## config.mk

```make
export PLATFORM = sky130hd
export DESIGN_NAME = cla_pipe_addsub_flat
export DESIGN_NICKNAME = d
export VERILOG_FILES = /design/src/rtl/cla_pipe_addsub_if.sv /design/src/rtl/cla_pipe_addsub.sv /design/src/flat_wrapper.sv
export SDC_FILE = /design/constraint.sdc
export NUM_CORES = 1
export LEC_CHECK = 0
export ABC_AREA = 1
export CAP_MARGIN = 20
export CORE_MARGIN = 1.5
export CORE_UTILIZATION = 35
export DETAILED_ROUTE_END_ITERATION = 7
export PLACE_DENSITY = 0.56
export SLEW_MARGIN = 10
export SYNTH_ARGS = -nofsm -noshare
export SYNTH_HDL_FRONTEND = slang
export SYNTH_SLANG_ARGS = --single-unit
```

## constraint.sdc

```tcl
create_clock -name clk -period 5.5 [get_ports clk]
set_input_delay 1.375 -clock clk [delete_from_list [all_inputs] [get_ports clk]]
set_output_delay 1.375 -clock clk [all_outputs]
set_load 0.05 [all_outputs]
```

## src/rtl/cla_pipe_addsub_if.sv

```systemverilog
// Operand/result handshake bundle for cla_pipe_addsub.
// master = producer/consumer side, slave = the adder pipeline.
interface cla_pipe_addsub_if #(
    parameter int WIDTH = 16
);
    logic             in_valid;
    logic             in_ready;
    logic [WIDTH-1:0] in_a;
    logic [WIDTH-1:0] in_b;
    logic             in_cin;
    logic             in_sub;
    logic             out_valid;
    logic             out_ready;
    logic [WIDTH-1:0] out_sum;
    logic             out_cout;
    logic             out_ovf;

    modport master (
        output in_valid, in_a, in_b, in_cin, in_sub, out_ready,
        input  in_ready, out_valid, out_sum, out_cout, out_ovf
    );

    modport slave (
        input  in_valid, in_a, in_b, in_cin, in_sub, out_ready,
        output in_ready, out_valid, out_sum, out_cout, out_ovf
    );
endinterface

```

## src/rtl/cla_pipe_addsub.sv

```systemverilog
// Pipelined carry-lookahead adder/subtractor, one WIDTH/STAGES slice per stage.
// Optional macro CLA_SAT_EN: saturate out_sum to the signed limit on overflow.
module cla_pipe_addsub #(
    parameter int WIDTH  = 16,
    parameter int STAGES = 2,
    parameter int BLOCK  = 4
) (
    input logic              clk,
    input logic              rst,
    cla_pipe_addsub_if.slave bus_io
);
    localparam int SLICE = WIDTH / STAGES;
    localparam int LAST  = STAGES - 1;

    if ((WIDTH % STAGES) != 0 || (SLICE % BLOCK) != 0) begin : gBadParams
        $error("cla_pipe_addsub: WIDTH must split into STAGES slices of whole BLOCK groups");
    end

    // Returns {carry into slice MSB, carry out, sum}; groups ripple, bits look ahead.
    function automatic logic [SLICE+1:0] claSlice(input logic [SLICE-1:0] a,
                                                   input logic [SLICE-1:0] b,
                                                   input logic             cin);
        logic [SLICE-1:0] g;
        logic [SLICE-1:0] p;
        logic [SLICE:0]   c;
        logic             term;
        logic             prod;
        g    = a & b;
        p    = a | b;
        c    = '0;
        c[0] = cin;
        for (int grp = 0; grp < SLICE / BLOCK; grp++) begin
            for (int i = 0; i < BLOCK; i++) begin
                term = c[grp*BLOCK];
                for (int m = 0; m <= i; m++) term = term & p[grp*BLOCK+m];
                for (int j = 0; j <= i; j++) begin
                    prod = g[grp*BLOCK+j];
                    for (int m = j + 1; m <= i; m++) prod = prod & p[grp*BLOCK+m];
                    term = term | prod;
                end
                c[grp*BLOCK+i+1] = term;
            end
        end
        return {c[SLICE-1], c[SLICE], a ^ b ^ c[SLICE-1:0]};
    endfunction

    logic [STAGES-1:0]            valid_q, valid_d;
    logic [STAGES-1:0]            carry_q, carry_d;
    logic [STAGES-1:0][WIDTH-1:0] sum_q, sum_d;
    logic [STAGES-1:0][WIDTH-1:0] a_q, a_d;
    logic [STAGES-1:0][WIDTH-1:0] b_q, b_d;
    logic                         msbCarry_q, msbCarry_d;

    logic                         adv;
    logic                         ovf;
    logic [STAGES-1:0]            vIn;
    logic [STAGES-1:0]            cIn;
    logic [STAGES-1:0][WIDTH-1:0] aIn;
    logic [STAGES-1:0][WIDTH-1:0] bIn;
    logic [STAGES-1:0][WIDTH-1:0] sIn;
    logic [STAGES-1:0][SLICE+1:0] res;

    assign adv             = bus_io.out_ready | ~bus_io.out_valid;
    assign bus_io.in_ready = adv & ~rst;

    // Stage 0 sees the conditioned operands; later stages see the previous stage's registers.
    always_comb begin
        vIn[0] = bus_io.in_valid & bus_io.in_ready;
        aIn[0] = bus_io.in_a;
        bIn[0] = bus_io.in_sub ? ~bus_io.in_b : bus_io.in_b;
        cIn[0] = bus_io.in_sub ? ~bus_io.in_cin : bus_io.in_cin;
        sIn[0] = '0;
        for (int k = 1; k < STAGES; k++) begin
            vIn[k] = valid_q[k-1];
            aIn[k] = a_q[k-1];
            bIn[k] = b_q[k-1];
            cIn[k] = carry_q[k-1];
            sIn[k] = sum_q[k-1];
        end
    end

    // Bubbles load zeros so an idle pipeline always presents clean outputs.
    always_comb begin
        valid_d    = valid_q;
        carry_d    = carry_q;
        sum_d      = sum_q;
        a_d        = a_q;
        b_d        = b_q;
        msbCarry_d = msbCarry_q;
        res        = '0;
        for (int k = 0; k < STAGES; k++) begin
            res[k] = claSlice(aIn[k][k*SLICE +: SLICE], bIn[k][k*SLICE +: SLICE], cIn[k]);
        end
        if (adv) begin
            for (int k = 0; k < STAGES; k++) begin
                valid_d[k] = vIn[k];
                if (vIn[k]) begin
                    sum_d[k]                  = sIn[k];
                    sum_d[k][k*SLICE +: SLICE] = res[k][SLICE-1:0];
                    carry_d[k]                = res[k][SLICE];
                    a_d[k]                    = aIn[k];
                    b_d[k]                    = bIn[k];
                end else begin
                    sum_d[k]   = '0;
                    carry_d[k] = 1'b0;
                    a_d[k]     = '0;
                    b_d[k]     = '0;
                end
            end
            msbCarry_d = vIn[LAST] ? res[LAST][SLICE+1] : 1'b0;
        end
    end

    always_ff @(posedge clk) begin
        if (rst) begin
            valid_q    <= '0;
            carry_q    <= '0;
            sum_q      <= '0;
            a_q        <= '0;
            b_q        <= '0;
            msbCarry_q <= 1'b0;
        end else begin
            valid_q    <= valid_d;
            carry_q    <= carry_d;
            sum_q      <= sum_d;
            a_q        <= a_d;
            b_q        <= b_d;
            msbCarry_q <= msbCarry_d;
        end
    end

    assign ovf              = carry_q[LAST] ^ msbCarry_q;
    assign bus_io.out_valid = valid_q[LAST];
    assign bus_io.out_cout  = carry_q[LAST];
    assign bus_io.out_ovf   = ovf;

`ifdef CLA_SAT_EN
    assign bus_io.out_sum = !ovf ? sum_q[LAST] :
                            a_q[LAST][WIDTH-1] ? {1'b1, {(WIDTH-1){1'b0}}}
                                               : {1'b0, {(WIDTH-1){1'b1}}};
`else
    assign bus_io.out_sum = sum_q[LAST];
`endif

    // Last-stage operand copies only feed the saturation sign, if at all.
    logic unusedOperands;
    assign unusedOperands = ^{a_q[LAST], b_q[LAST]};
endmodule

```

## src/flat_wrapper.sv

```systemverilog
// flat-port wrapper written by rule: the top's interface ports become plain ports
module cla_pipe_addsub_flat 
#(
    parameter int WIDTH  = 16,
    parameter int STAGES = 2,
    parameter int BLOCK  = 4
)
  (clk, rst, bus_io_in_valid, bus_io_in_a, bus_io_in_b, bus_io_in_cin, bus_io_in_sub, bus_io_out_ready, bus_io_in_ready, bus_io_out_valid, bus_io_out_sum, bus_io_out_cout, bus_io_out_ovf);
  cla_pipe_addsub_if #(.WIDTH(WIDTH)) bus_io_i ();
  input logic clk;
  input logic rst;
  input wire logic [$bits(bus_io_i.in_valid)-1:0] bus_io_in_valid;
  input wire logic [$bits(bus_io_i.in_a)-1:0] bus_io_in_a;
  input wire logic [$bits(bus_io_i.in_b)-1:0] bus_io_in_b;
  input wire logic [$bits(bus_io_i.in_cin)-1:0] bus_io_in_cin;
  input wire logic [$bits(bus_io_i.in_sub)-1:0] bus_io_in_sub;
  input wire logic [$bits(bus_io_i.out_ready)-1:0] bus_io_out_ready;
  output wire logic [$bits(bus_io_i.in_ready)-1:0] bus_io_in_ready;
  output wire logic [$bits(bus_io_i.out_valid)-1:0] bus_io_out_valid;
  output wire logic [$bits(bus_io_i.out_sum)-1:0] bus_io_out_sum;
  output wire logic [$bits(bus_io_i.out_cout)-1:0] bus_io_out_cout;
  output wire logic [$bits(bus_io_i.out_ovf)-1:0] bus_io_out_ovf;
  assign bus_io_i.in_valid = bus_io_in_valid;
  assign bus_io_i.in_a = bus_io_in_a;
  assign bus_io_i.in_b = bus_io_in_b;
  assign bus_io_i.in_cin = bus_io_in_cin;
  assign bus_io_i.in_sub = bus_io_in_sub;
  assign bus_io_i.out_ready = bus_io_out_ready;
  assign bus_io_in_ready = bus_io_i.in_ready;
  assign bus_io_out_valid = bus_io_i.out_valid;
  assign bus_io_out_sum = bus_io_i.out_sum;
  assign bus_io_out_cout = bus_io_i.out_cout;
  assign bus_io_out_ovf = bus_io_i.out_ovf;
  cla_pipe_addsub #(.WIDTH(WIDTH), .STAGES(STAGES), .BLOCK(BLOCK)) u_core (.clk(clk), .rst(rst), .bus_io(bus_io_i));
endmodule
```

# [Word-level counts from Yosys, hierarchy flattened]
# Cells that the tools add are included.
# W data, S select, Z words.
[word_totals] latch_bits=0 inputBits=38 rom_bits=0 ram_bits=0 n_memories=0 register_bits=61
[classes] n_eq_ne=0 mux=9 bitwise_logic=96 reduce_logical=0 multipliers=0 magnitude_cmp=0 addsub=0 div_mod_pow=0 shift=0
[op_table] operator="$mux W16" count=4
[op_table] operator="$and A1 B1 Y1" count=42
[op_table] operator="$or A1 B1 Y1" count=41
[op_table] operator="$xor A8 B8 Y8" count=4
[op_table] operator="$and A8 B8 Y8" count=2
[op_table] operator="$not A16 Y16" count=1
[op_table] operator="$or A8 B8 Y8" count=2
[op_table] operator="$mux W8" count=1
[op_table] operator="$mux W1" count=4
[op_table] operator="$not A1 Y1" count=3
[op_table] operator="$xor A1 B1 Y1" count=1

# [Depth between registers and ports, before layout]
# Gate-level depths: netlist of run 1.
[depth] ltp_word=20 mapped_depth=18

# [Least setup slack after synthesis of run 1]
# No wires, ideal clock.
[synth_path] kind="input-to-reg" start="in bus_io_in_sub" end="reg u_core.sum_q (netlist bit u_core.sIn[21])" path_stages=13 required_time_ns=5.378 arrival_time_ns=3.383 slack_ns=1.995 n_path_buf=2 cell_sequence="buf_6 -> clkbuf_1 -> xnor2_1 -> inv_1 -> ha_1 -> nand3_1 -> nand4_2 -> nand2_1 -> nand2_2 -> fa_1 -> or2_2 -> nand3_1 -> o21ai_0"
[synth_between] elab_chain_len=14 elab_cells_between_ends=23 classes_between="mux (3); bitwise (20)"
[synth_lines] item="start, declared" line_no="flat_wrapper.sv:16" text="input wire logic [$bits(bus_io_i.in_sub)-1:0] bus_io_in_sub;"
[synth_lines] item="$mux W16" line_no="cla_pipe_addsub.sv:70" text="bIn[0] = bus_io.in_sub ? ~bus_io.in_b : bus_io.in_b;"
[synth_lines] item="$or A8 B8 Y8" line_no="cla_pipe_addsub.sv:29" text="p = a | b;"
[synth_lines] item="$and A1 B1 Y1 (4 in series)" line_no="cla_pipe_addsub.sv:35" text="for (int m = 0; m <= i; m++) term = term & p[grp*BLOCK+m];"
[synth_lines] item="$or A1 B1 Y1 (4 in series)" line_no="cla_pipe_addsub.sv:39" text="term = term | prod;"
[synth_lines] item="$and A1 B1 Y1" line_no="cla_pipe_addsub.sv:35"
[synth_lines] item="$or A1 B1 Y1" line_no="cla_pipe_addsub.sv:39"
[synth_lines] item="$xor A8 B8 Y8 *" line_no="cla_pipe_addsub.sv:44" text="return {c[SLICE-1], c[SLICE], a ^ b ^ c[SLICE-1:0]};"
[synth_lines] item="$mux W8 *" line_no="cla_pipe_addsub.sv:97" text="if (vIn[k]) begin"
[synth_lines] item="end signal, assigned" line_no="cla_pipe_addsub.sv:125" text="sum_q <= sum_d;"
[synth_lines] item="end, declared" line_no="cla_pipe_addsub.sv:49" text="logic [STAGES-1:0][WIDTH-1:0] sum_q, sum_d;"
# Mark *: on every way between the ends. The rest lies on a longest branch, timed or not.
# A chain may end at the register's enable or synchronous reset.

# [Final worst setup path of run 1]
[layout_path] start="in rst" end="out bus_io_in_ready"
[layout_between] elab_chain_len=2
[layout_lines] item="start, declared" line_no="flat_wrapper.sv:11" text="input logic rst;"
[layout_lines] item="$not A1 Y1" line_no="cla_pipe_addsub.sv:64" text="assign bus_io.in_ready = adv & ~rst;"
[layout_lines] item="$and A1 B1 Y1" line_no="cla_pipe_addsub.sv:64"
[layout_lines] item="end, declared" line_no="flat_wrapper.sv:18" text="output wire logic [$bits(bus_io_i.in_ready)-1:0] bus_io_in_ready;"
# No other way between the ends.

==> summary.md, run 1 <==
| Metric | Value |
|---|---|
| Drt drc | `0` |
| Top cells by area, synth | `sky130_fd_sc_hd__dfxtp_1 34%, sky130_fd_sc_hd__ha_1 15%, sky130_fd_sc_hd__inv_1 9.3%, sky130_fd_sc_hd__nand2_1 8.0%, sky130_fd_sc_hd__o21ai_0 5.0%` |
| Pin count of the biggest net entering global routing | `23` |
| Post-detailed-route via-to-cell ratio | `4.37` |
| Inserted Diodes | `0` |
| Nets | `between 400 and 500` |
| Cell count after placement | `approximately 480` |
| Setup WS post-layout | `1.23 ns` |
| Crit end category | `primary output` |
| Nets in the synthesized netlist | `around 400` |
| Total Power | `around 0.7 mW` |
| Number of maximum-capacitance violations | `0` |
| CTS clk-pin slew, worst paths | `approximately 0.080 ns` |
| Worst endpoint required time | `about 4.1 ns` |
| Share of power burned in registers | `between 40% and 50%` |
| DP Area | `3280 um^2` |
| Seq cells post-synth | `45` |
| Shortest period the worst path allows | `4.27 ns` |
| Total GRT Usage | `between 10% and 20%` |
| Arrival time of data at the critical path endpoint | `2.89 ns` |
| Peak supply drop | `around 0.1 mV` |
| Placer Congestion | `approximately 0.78` |
| Crit. Startpoint | `rst` |
| Slew Limit Headroom | `between 40% and 50%` |
| HPWL Detailed | `about 4200 um` |
| Power Internal | `about 0.5 mW` |
| Switching power | `between 0.2 and 0.25 mW` |
| Final period util | `between 70 and 80%` |
| Core region area | `slightly above 7000 um^2` |
| Avg Cell Area, Syn | `roughly 8.0 um^2` |
| Delay of the slowest critical-path stage | `0.81 ns` |
| Fraction of layout cells with a size suffix above 1 | `8.57%` |
| Class of the tightest hold or removal check | `flip-flop to flip-flop` |
| Worst Setup Slack post-DPL | `roughly 1.2 ns` |
| Transition time of the tightest slew-check pin | `approximately 0.84 ns` |
| Number of vias after detailed routing | `2116` |
| Proportion of power drawn by combinational gates | `around 22%` |
| Post-detailed-routing wire length | `5450 um` |
| Starting density of the core | `36.1%` |
| Finished Core Util | `a little under half` |
| Share of synthesized area occupied by flip-flops and latches | `34.4%` |
| CTS tree | `yes` |
| X dimension of the die | `a little under 90 um` |
| Clock latency on the worst-skew pair | `0.30 ns` |
| Number of distinct library cells after synthesis | `27` |
| RSZ-0062 raised after global routing | `no` |
| Antenna Violating Nets Remaining | `0` |
| Final Slew Violations | `0` |
| CTS sink count | `45` |
| Final standard cell count with taps included and fillers excluded | `around 480` |
| Final global-route overflow total | `0` |
| Reg2Reg Launch Point | `u_core.valid_q[1]` |
| Top delay family on crit path | `buffers and inverters` |
| Number of gates resized after cts | `0` |
| Number of cell rows | `31` |
| Worst hold-check slack | `0.454 ns` |
| Bufs on Longest Clock Path | `2` |
| Clock Skew | `slightly above 0.009 ns` |
| First-pass GRT wire length | `9030 um` |
| Cells after synthesis | `approximately 330` |
| FILL cells | `just under 800` |
| Cell repeated most along the worst path | `sky130_fd_sc_hd__clkdlybuf4s50_1` |
| Number of I/O port buffers | `57` |
| # setup viols final | `0` |
| Post-synth design cell area | `roughly 2600 um^2` |
| Vias in the first global route | `2001` |
| Static power due to leakage | `roughly 1.5 nW` |
| DR iter-0 viols | `between 60 and 70` |
| Worst Min Path Start | `u_core.bus_io.out_sum[15]` |
| Post-route design area | `between 3000 and 4000 um^2` |
| Crit path buf inv count | `2` |
| Total power per unit cell area | `210 nW/um^2` |
| Type of the setup path with the least slack | `primary input to primary output` |
| Count of buffers added by post-CTS timing repair for setup | `0` |
| Clock share of power | `27.8%` |
| Crit-path max FO | `7` |
| Critical Path Slowest Stage Cell | `sky130_fd_sc_hd__clkdlybuf4s50_1` |
| Number of antenna violations at the first check in global routing | `0` |
| Yosys warning count | `0` |
| Final hold violations | `0` |
| Clock H-tree levels | `2` |
| CTS Root Cell | `sky130_fd_sc_hd__clkbuf_8` |
| Synth top area share | `between 30 and 40%` |
| Chip height | `between 80 and 90 um` |
| Post-cts hold buffer count | `0` |
| Boundary Pins | `58` |
| Number of optimization iterations in the first detailed-route pass | `4` |
| Area of the die | `~8000 um^2` |
| Switching share of total power | `~29%` |
| Crit start category | `primary input` |
| Run status | `finished clean` |
| Final total negative setup slack | `0 ns` |
| Achievable clock frequency | `234 MHz` |
| Cell-by-cell trace of the critical path | `clkdlybuf4s50_1 > nor2_1 > clkdlybuf4s50_1` |
| Routed wirelength normalized by instance count | `~11 um` |
| Synthesis-to-layout area growth | `28.3%` |
| Cts bufs inserted | `5` |
| Library cell with the largest summed area after synthesis | `sky130_fd_sc_hd__dfxtp_1` |
==> state kept, by name, indices dropped and copies added, names as in the netlist <==
signal                 cells
u_core.aIn                 8
u_core.bIn                 8
u_core.bus_io.out_sum     16
u_core.carry_q             2
u_core.msbCarry_q          1
u_core.sIn                 8
u_core.valid_q             2
==> Yosys cell counts <==
cell type                   n
sky130_fd_sc_hd__inv_1     65
sky130_fd_sc_hd__nand2_1   56
sky130_fd_sc_hd__dfxtp_1   45
sky130_fd_sc_hd__ha_1      32
sky130_fd_sc_hd__o21ai_0   26
sky130_fd_sc_hd__nand3_1   18
sky130_fd_sc_hd__or2_2     11
sky130_fd_sc_hd__a32o_1    10
sky130_fd_sc_hd__xnor2_1    9
sky130_fd_sc_hd__nor2_1     8
sky130_fd_sc_hd__nand2_2    7
sky130_fd_sc_hd__buf_2      5
sky130_fd_sc_hd__a21oi_1    4
sky130_fd_sc_hd__clkbuf_1   4
sky130_fd_sc_hd__fa_1       4
sky130_fd_sc_hd__nand3b_1   4
sky130_fd_sc_hd__xor2_1     4
sky130_fd_sc_hd__a22o_1     2
sky130_fd_sc_hd__inv_2      2
sky130_fd_sc_hd__nand4_1    2
sky130_fd_sc_hd__nand4_2    2
sky130_fd_sc_hd__nor2_2     2
sky130_fd_sc_hd__o21ai_1    2
sky130_fd_sc_hd__a22oi_1    1
sky130_fd_sc_hd__buf_6      1
sky130_fd_sc_hd__o21a_1     1
sky130_fd_sc_hd__or2_1      1
==> final timing paths <==
check	endpoint	slack [ns]	cells past startpoint
worst max-delay path	bus_io_in_ready	1.23	3
worst min-delay path	u_core.bus_io.out_sum[15]	0.45	2
worst max register to register	u_core.bus_io.out_sum[13]	3.51	7
worst min register to register	u_core.bus_io.out_sum[15]	0.45	2
==> cells in the final DEF, fill, tap and decap left out, drive strengths merged, types with 6 or more instances in the layout <==
| cell type | netlist | final |
|---|---|---|
| a32o | 10 | 10 |
| clkbuf | 4 | 6 |
| clkdlybuf4s50 | 0 | 57 |
| dfxtp | 45 | 45 |
| ha | 32 | 32 |
| inv | 67 | 67 |
| nand2 | 63 | 63 |
| nand3 | 18 | 18 |
| nor2 | 10 | 10 |
| o21ai | 28 | 28 |
| or2 | 12 | 12 |
| xnor2 | 9 | 9 |
==> worst min-delay path, cell delays in order, from the launching register on <==
cell	delay, ns
sky130_fd_sc_hd__dfxtp_1	0.32
sky130_fd_sc_hd__nand2_1	0.06
sky130_fd_sc_hd__nand2_1	0.04
==> cell families (layout without fill, tap and decap cells) <==
| logic type | count (synthesis) | in the layout | share of synthesized area (%) |
|---|---|---|---|
| compound gates | 46 | 46 | 11.2 |
| xor+xnor | 13 | 13 | 4.35 |
| fa+ha+maj | 36 | 36 | 18.3 |
| buf+inv | 77 | 134 | 11.6 |
| flops | 45 | 45 | 34.4 |
| simple gates | 111 | 111 | 20.2 |
==> power groups by stage <==
stage	clock, mW	combinational, mW	sequential, mW
floorplan	0	0.0928	0.367
global placement	0	0.158	0.358
detailed placement	0	0.160	0.359
CTS	0.202	0.161	0.351
global route	0.216	0.182	0.353
finish	0.196	0.158	0.351
==> metal layers <==
layer	GRT usage, %	routed length, um
met5	0	0
met4	3.36	63
met3	3.14	226
met2	25.2	2530
met1	19.1	2620
==> cell type report <==
cell class	instances	area, um^2	area share (%)
Sequential cell	45	901	26.8
Tap cell	99	124	3.69
Inverter	67	251	7.48
Timing Repair Buffer	59	586	17.4
Clock buffer	6	72.6	2.16
Multi-Input combinational cell	206	1420	42.1
Clock inverter	2	10.0	0.298
No activity file was read; power rests on OpenSTA's default activity.
==> inputs of run 2 (changes only) <==
--- a/config.mk
+++ b/config.mk
@@ -10,7 +10,7 @@
 export CORE_MARGIN = 1.5
 export CORE_UTILIZATION = 35
 export DETAILED_ROUTE_END_ITERATION = 7
-export PLACE_DENSITY = 0.56
+export PLACE_DENSITY = 0.58
 export SLEW_MARGIN = 10
 export SYNTH_ARGS = -nofsm -noshare
 export SYNTH_HDL_FRONTEND = slang
==> constraint.sdc (replaced) <==
create_clock -name clk -period 3.8 [get_ports clk]
set_input_delay 0.95 -clock clk [delete_from_list [all_inputs] [get_ports clk]]
set_output_delay 0.95 -clock clk [all_outputs]
set_load 0.05 [all_outputs]
==> run 2 against run 1 <==
  * Setup slack worse by 0.60 ns
  * Final cell count up 0.21%
  * Clock skew down 0.0022 ns
  * Register-to-register slack got worse by 1.7 ns
  * Via count is 1.9% higher
  * Critical endpoint is now u_core.sIn[21]
  * Largest cell class unchanged
==> summary.md, run 2 (synthesized netlist as in run 1, its figures left out) <==
| Metric | Value |
|---|---|
| Post-route design area | `3370 um^2 (was 3360 um^2)` |
| Nets | `459 (was 458)` |
| Switching share of total power | `29.1% (was 28.7%)` |
| Run status | `finished clean (unchanged)` |
| HPWL Detailed | `4100 um (was 4220 um)` |
| Final global-route overflow total | `0 (unchanged)` |
| Antenna Violating Nets Remaining | `0 (unchanged)` |
| Post-cts hold buffer count | `0 (unchanged)` |
| Boundary Pins | `58 (unchanged)` |
| Drt drc | `0 (unchanged)` |
| Reg2Reg Launch Point | `u_core.bIn[24] (was u_core.valid_q[1])` |
| Static power due to leakage | `1.53 nW (was 1.52 nW)` |
| Routed wirelength normalized by instance count | `10.7 um (was 11.3 um)` |
| Core region area | `7250 um^2 (unchanged)` |
| Area of the die | `8010 um^2 (unchanged)` |
| Worst endpoint required time | `3.98 ns (was 4.12 ns)` |
| Type of the setup path with the least slack | `primary input to flip-flop (was primary input to primary output)` |
| Number of maximum-capacitance violations | `0 (unchanged)` |
| # setup viols final | `0 (unchanged)` |
| Total GRT Usage | `13.9% (was 14.8%)` |
| Arrival time of data at the critical path endpoint | `3.35 ns (was 2.89 ns)` |
| Post-detailed-routing wire length | `5170 um (was 5450 um)` |
| Pin count of the biggest net entering global routing | `24 (was 23)` |
| Share of power burned in registers | `49.5% (was 49.7%)` |
| Path depth of the worst reg2reg path | `11 (was 7)` |
| DR iter-0 viols | `69 (was 68)` |
| CTS clk-pin slew, worst paths | `0.09 ns (was 0.08 ns)` |
| Transition time of the tightest slew-check pin | `0.679 ns (was 0.843 ns)` |
| X dimension of the die | `89.5 um (unchanged)` |
| Crit-path max FO | `4 (was 7)` |
| Clock latency on the worst-skew pair | `0.30 ns (about the same)` |
| CTS Root Cell | `sky130_fd_sc_hd__clkbuf_8 (unchanged)` |
| Inserted Diodes | `0 (unchanged)` |
| Peak supply drop | `0.150 mV (was 0.103 mV)` |
| RSZ-0062 raised after global routing | `no (unchanged)` |
| Most common cell after layout, fill and taps aside | `sky130_fd_sc_hd__inv_1 (unchanged)` |
| Chip height | `89.5 um (unchanged)` |
| CTS tree | `yes (unchanged)` |
| Worst Min Path Start | `u_core.bus_io.out_sum[15] (unchanged)` |
| Proportion of power drawn by combinational gates | `22.1% (was 22.4%)` |
| Total Power | `1.03 mW (was 0.705 mW)` |
| Final period util | `between 80% and 90%` |
| Crit start category | `primary input (unchanged)` |
| Switching power | `0.299 mW (was 0.202 mW)` |
| Synthesis-to-layout area growth | `28.6% (was 28.3%)` |
| Final hold violations | `0 (unchanged)` |
| Placer Congestion | `0.734 (was 0.776)` |
| CTS sink count | `45 (unchanged)` |
| Clock Skew | `0.00709 ns (was 0.00934 ns)` |
| Slew Limit Headroom | `54.7% (was 43.6%)` |
| Cts bufs inserted | `5 (unchanged)` |
| DP Area | `3280 um^2 (about the same)` |
| Post-detailed-route via-to-cell ratio | `4.45 (was 4.37)` |
| Clock share of power | `28.4% (was 27.8%)` |
| First-pass GRT wire length | `8620 um (was 9030 um)` |
| Reg2reg setup slack | `1.80 ns (was 3.51 ns)` |
| Worst hold-check slack | `0.454 ns (about the same)` |
| Number of vias after detailed routing | `2156 (was 2116)` |
| Number of cell rows | `31 (unchanged)` |
| Bufs on Longest Clock Path | `2 (unchanged)` |
| Worst r2r dst | `u_core.bus_io.out_sum[12] (was u_core.bus_io.out_sum[13])` |
| Number of gates resized after cts | `0 (unchanged)` |
| Class of the tightest hold or removal check | `flip-flop to flip-flop (unchanged)` |
| Most frequent cells in the layout | `65 x sky130_fd_sc_hd__inv_1, 56 x sky130_fd_sc_hd__nand2_1, 56 x sky130_fd_sc_hd__clkdlybuf4s50_1 (was 65 x sky130_fd_sc_hd__inv_1, 57 x sky130_fd_sc_hd__clkdlybuf4s50_1, 56 x sky130_fd_sc_hd__nand2_1)` |
| Crit end category | `flip-flop (was primary output)` |
| Worst Hold Path EP | `u_core.bus_io.out_sum[15] (unchanged)` |
| Number of I/O port buffers | `57 (unchanged)` |
| Number of optimization iterations in the first detailed-route pass | `4 (unchanged)` |
| Shortest period the worst path allows | `roughly 3.2 ns` |
| Final Slew Violations | `0 (unchanged)` |
| Power Internal | `0.727 mW (was 0.503 mW)` |
| Fraction of layout cells with a size suffix above 1 | `9.33% (was 8.57%)` |
| Number of cells on the worst hold path | `2 (unchanged)` |
| Achievable clock frequency | `~320 MHz` |
| Final total negative setup slack | `0 ns (unchanged)` |
| Largest register FFs | `16 (unchanged)` |
| Starting density of the core | `36.1% (unchanged)` |
| Number of antenna violations at the first check in global routing | `0 (unchanged)` |
| Total power per unit cell area | `305 nW/um^2 (was 210 nW/um^2)` |
| Clock H-tree levels | `2 (unchanged)` |
| Vias in the first global route | `1982 (was 2001)` |
| Count of buffers added by post-CTS timing repair for setup | `0 (unchanged)` |
## run 2: cell count changes in the layout (fill, tap and decap cells not counted)
cell	delta
sky130_fd_sc_hd__buf_4	+2
sky130_fd_sc_hd__clkinvlp_4	+1
sky130_fd_sc_hd__clkdlybuf4s50_1	-1
sky130_fd_sc_hd__clkbuf_1	-1
## run 2: worst max-delay path by stage
stage / from / to / slack, ns
final: bus_io_in_sub / u_core.sIn[21] / 0.63
after global routing: bus_io_in_sub / u_core.sIn[21] / 0.48
after CTS: bus_io_in_sub / u_core.sIn[21] / 0.61
after detailed placement: bus_io_in_sub / u_core.sIn[21] / 0.31
after global placement: bus_io_in_sub / u_core.sIn[21] / 0.38
after floorplan: bus_io_in_sub / u_core.sIn[21] / 0.72
## run 2: area by class of cell
| type | count | area [um^2] |
|---|---|---|
| Clock buffer | 5 | 68.8 |
| Tap cell | 99 | 124 |
| Multi-Input combinational cell | 206 | 1420 |
| Clock inverter | 3 | 17.5 |
| Timing Repair Buffer | 60 | 591 |
| Sequential cell | 45 | 901 |
| Fill cell | 737 | 3880 |
| Inverter | 67 | 251 |
## run 2: per-layer routing
layer	global-route usage, %	up-vias	part of all wire [%]
met1	17.7	973	48
met4	4.62	0	1.5
li1	-	1138	-
met5	0	-	0
met2	23.9	35	48
met3	2.31	10	3.4
## run 2: critical path: stages
cell	delay (ns)
sky130_fd_sc_hd__clkdlybuf4s50_1	0.51
sky130_fd_sc_hd__xnor2_1	0.34
sky130_fd_sc_hd__inv_1	0.09
sky130_fd_sc_hd__ha_1	0.21
sky130_fd_sc_hd__nand3_1	0.10
sky130_fd_sc_hd__nand4_2	0.13
sky130_fd_sc_hd__nand2_1	0.09
sky130_fd_sc_hd__nand2_2	0.07
sky130_fd_sc_hd__fa_1	0.40
sky130_fd_sc_hd__or2_2	0.30
sky130_fd_sc_hd__nand3_1	0.08
sky130_fd_sc_hd__o21ai_0	0.08
## run 2: stage by stage
step / instances / setup slack, ns / utilization, %
floorplan: 328 / 0.720 / -
global placement: 477 / 0.382 / 45.3
detailed placement: 477 / 0.308 / 45.3
CTS: 485 / 0.614 / 46.5
global route: 485 / 0.478 / 46.5
finish: 485 / 0.633 / 46.5
## run 2: power groups by stage
stage	clock network [mW]	registers [mW]	logic [mW]
after global routing	0.322	0.511	0.261
after CTS	0.300	0.508	0.231
after detailed placement	0	0.519	0.230
final	0.292	0.508	0.227
after global placement	0	0.518	0.227
after floorplan	0	0.531	0.134
==> inputs of run 3 (changes only) <==
--- a/config.mk
+++ b/config.mk
@@ -10,7 +10,7 @@
 export CORE_MARGIN = 1.5
 export CORE_UTILIZATION = 35
 export DETAILED_ROUTE_END_ITERATION = 7
-export PLACE_DENSITY = 0.58
+export PLACE_DENSITY = 0.56
 export SLEW_MARGIN = 10
 export SYNTH_ARGS = -nofsm -noshare
 export SYNTH_HDL_FRONTEND = slang
==> constraint.sdc (replaced) <==
create_clock -name clk -period 3.3 [get_ports clk]
set_input_delay 0.825 -clock clk [delete_from_list [all_inputs] [get_ports clk]]
set_output_delay 0.825 -clock clk [all_outputs]
set_load 0.05 [all_outputs]
==> run 3 against run 2 <==
  * Sequential power is 15% higher
  * Utilization is 1.0 points higher
  * Via count is 0.14% higher
  * Clock-buffer cell count is 2 higher
  * Critical path type unchanged
  * Largest cell class unchanged
  * Largest power group unchanged
  * Highest routed layer unchanged
==> summary.md, run 3 (synthesized netlist as in run 1, its figures left out) <==
| Metric | Value |
|---|---|
| Class of the tightest hold or removal check | `flip-flop to flip-flop (unchanged)` |
| Reg2Reg Launch Point | `u_core.bIn[24] (unchanged)` |
| CTS clk-pin slew, worst paths | `0.08 ns (was 0.09 ns)` |
| Type of the setup path with the least slack | `primary input to flip-flop (unchanged)` |
| Slew Limit Headroom | `66.3% (was 54.7%)` |
| Drt drc | `0 (unchanged)` |
| # setup viols final | `0 (unchanged)` |
| Antenna Violating Nets Remaining | `0 (unchanged)` |
| Vias in the first global route | `1958 (was 1982)` |
| CTS tree | `yes (unchanged)` |
| Chip height | `89.5 um (unchanged)` |
| Final hold violations | `0 (unchanged)` |
| Number of maximum-capacitance violations | `0 (unchanged)` |
| CTS Root Cell | `sky130_fd_sc_hd__clkbuf_8 (unchanged)` |
| FILL cells | `752 (was 737)` |
| Pin count of the biggest net entering global routing | `24 (unchanged)` |
| Core region area | `7250 um^2 (unchanged)` |
| Worst hold-check slack | `0.450 ns (was 0.454 ns)` |
| Total power per unit cell area | `372 nW/um^2 (was 305 nW/um^2)` |
| CTS sink count | `45 (unchanged)` |
| Most frequent cells in the layout | `65 x sky130_fd_sc_hd__inv_1, 56 x sky130_fd_sc_hd__nand2_1, 56 x sky130_fd_sc_hd__clkdlybuf4s50_1 (unchanged)` |
| Nets | `463 (was 459)` |
| Final period util | `between 90% and 100%` |
| Worst Hold Path EP | `u_core.bus_io.out_sum[15] (unchanged)` |
| Final global-route overflow total | `0 (unchanged)` |
| Bufs on Longest Clock Path | `2 (unchanged)` |
| Fraction of layout cells with a size suffix above 1 | `10.0% (was 9.33%)` |
| Largest register FFs | `16 (unchanged)` |
| Cts bufs inserted | `5 (unchanged)` |
| Peak supply drop | `0.156 mV (was 0.150 mV)` |
| Crit end category | `flip-flop (unchanged)` |
| Clock Skew | `0.00896 ns (was 0.00709 ns)` |
| Number of cells on the worst hold path | `2 (unchanged)` |
| Final total negative setup slack | `0 ns (unchanged)` |
| Placer Congestion | `0.730 (was 0.734)` |
| HPWL Detailed | `4160 um (was 4100 um)` |
| Post-detailed-route via-to-cell ratio | `4.42 (was 4.45)` |
| Worst endpoint required time | `3.47 ns (was 3.98 ns)` |
| Routed wirelength normalized by instance count | `10.8 um (was 10.7 um)` |
| Total GRT Usage | `14.2% (was 13.9%)` |
| Clock latency on the worst-skew pair | `0.29 ns (was 0.30 ns)` |
| Worst r2r dst | `u_core.bus_io.out_sum[12] (unchanged)` |
| Boundary Pins | `58 (unchanged)` |
| Path depth of the worst reg2reg path | `11 (unchanged)` |
| Post-detailed-routing wire length | `5290 um (was 5170 um)` |
| First-pass GRT wire length | `8710 um (was 8620 um)` |
| Run status | `finished clean (unchanged)` |
| Crit start category | `primary input (unchanged)` |
| Reg2reg setup slack | `1.29 ns (was 1.80 ns)` |
| Area of the die | `8010 um^2 (unchanged)` |
| Post-route design area | `3440 um^2 (was 3370 um^2)` |
| Count of buffers added by post-CTS timing repair for setup | `0 (unchanged)` |
| Synthesis-to-layout area growth | `31.4% (was 28.6%)` |
| Setup WS post-layout | `0.315 ns (was 0.633 ns)` |
| Final Slew Violations | `0 (unchanged)` |
| DP Area | `3330 um^2 (was 3280 um^2)` |
| DR iter-0 viols | `57 (was 69)` |
| Post-cts hold buffer count | `0 (unchanged)` |
| Number of antenna violations at the first check in global routing | `0 (unchanged)` |
| Shortest period the worst path allows | `about 3 ns` |
| Transition time of the tightest slew-check pin | `0.504 ns (was 0.679 ns)` |
| Number of I/O port buffers | `57 (unchanged)` |
| Number of vias after detailed routing | `2159 (was 2156)` |
| Number of optimization iterations in the first detailed-route pass | `4 (unchanged)` |
| Worst Setup Slack post-DPL | `-0.00369 ns (was 0.308 ns)` |
| Crit. Startpoint | `bus_io_in_sub (unchanged)` |
| Most common cell after layout, fill and taps aside | `sky130_fd_sc_hd__inv_1 (unchanged)` |
| RSZ-0062 raised after global routing | `no (unchanged)` |
| Static power due to leakage | `1.57 nW (was 1.53 nW)` |
| Number of gates resized after cts | `0 (unchanged)` |
| Achievable clock frequency | `335 MHz` |
| Arrival time of data at the critical path endpoint | `3.16 ns (was 3.35 ns)` |
| X dimension of the die | `89.5 um (unchanged)` |
| Crit-path max FO | `4 (unchanged)` |
| Clock H-tree levels | `2 (unchanged)` |
| Worst Min Path Start | `u_core.bus_io.out_sum[15] (unchanged)` |
| Starting density of the core | `36.1% (unchanged)` |
| Number of cell rows | `31 (unchanged)` |
| Inserted Diodes | `0 (unchanged)` |
[run 3: cell count changes in the layout (fill, tap and decap cells not counted)]
cell                         change
sky130_fd_sc_hd__buf_4           +3
sky130_fd_sc_hd__buf_12          +1
sky130_fd_sc_hd__clkbuf_1        +1
sky130_fd_sc_hd__clkbuf_8        +1
sky130_fd_sc_hd__bufinv_16       +1
sky130_fd_sc_hd__clkinvlp_4      -1
sky130_fd_sc_hd__clkinv_2        -2
[run 3: cell type report]
cell class              count  area [um^2]  share of cell area, %
clock buffers               7         86.3                   2.51
clock inverters             1         30.0                  0.872
inverters                  67          251                   7.31
multi-input cells         206         1420                   41.1
flip-flops and latches     45          901                   26.2
well taps                  99          124                   3.60
repair buffers             64          633                   18.4
[run 3: worst max path at each step]
| stage | end | slack [ns] | cells past startpoint |
|---|---|---|---|
| floorplan | u_core.sIn[21] | 0.34 | 13 |
| global placement | u_core.sIn[21] | 0.07 | 12 |
| detailed placement | u_core.sIn[21] | -0.004 | 12 |
| CTS | u_core.sIn[21] | 0.27 | 12 |
| global route | u_core.sIn[21] | 0.11 | 12 |
| finish | u_core.sIn[21] | 0.31 | 12 |
[run 3: metal layers]
metal  track usage [%]  vias to the layer above  share of wire, %  wire [um]
met4              2.94                        0              0.70         37
met1              18.7                      976                48       2530
met2              23.7                       38                48       2530
li1                  -                     1140                 -          -
met3              3.23                        5               3.6        190
met5                 0                        -                 0          0
[run 3: through the flow]
| step | utilization [%] | cells | power (mW) |
|---|---|---|---|
| CTS | 47.5 | 489 | 1.30 |
| global placement | 45.9 | 481 | 0.869 |
| global route | 47.5 | 489 | 1.37 |
| detailed placement | 45.9 | 481 | 0.874 |
| finish | 47.5 | 489 | 1.28 |
| floorplan | - | 328 | 0.767 |
[run 3: report_power, final]
part / switching (mW) / internal [mW]
clock: 0.178 / 0.247
combinational: 0.143 / 0.130
sequential: 0.0147 / 0.569
[run 3: worst max-delay path, stage by stage]
cell and delay [ns]:
sky130_fd_sc_hd__clkdlybuf4s50_1 0.51, sky130_fd_sc_hd__xnor2_1 0.31, sky130_fd_sc_hd__inv_1 0.07, sky130_fd_sc_hd__ha_1 0.20, sky130_fd_sc_hd__nand3_1 0.10, sky130_fd_sc_hd__nand4_2 0.12
sky130_fd_sc_hd__nand2_1 0.09, sky130_fd_sc_hd__nand2_2 0.07, sky130_fd_sc_hd__fa_1 0.40, sky130_fd_sc_hd__or2_2 0.30, sky130_fd_sc_hd__nand3_1 0.08, sky130_fd_sc_hd__o21ai_0 0.07
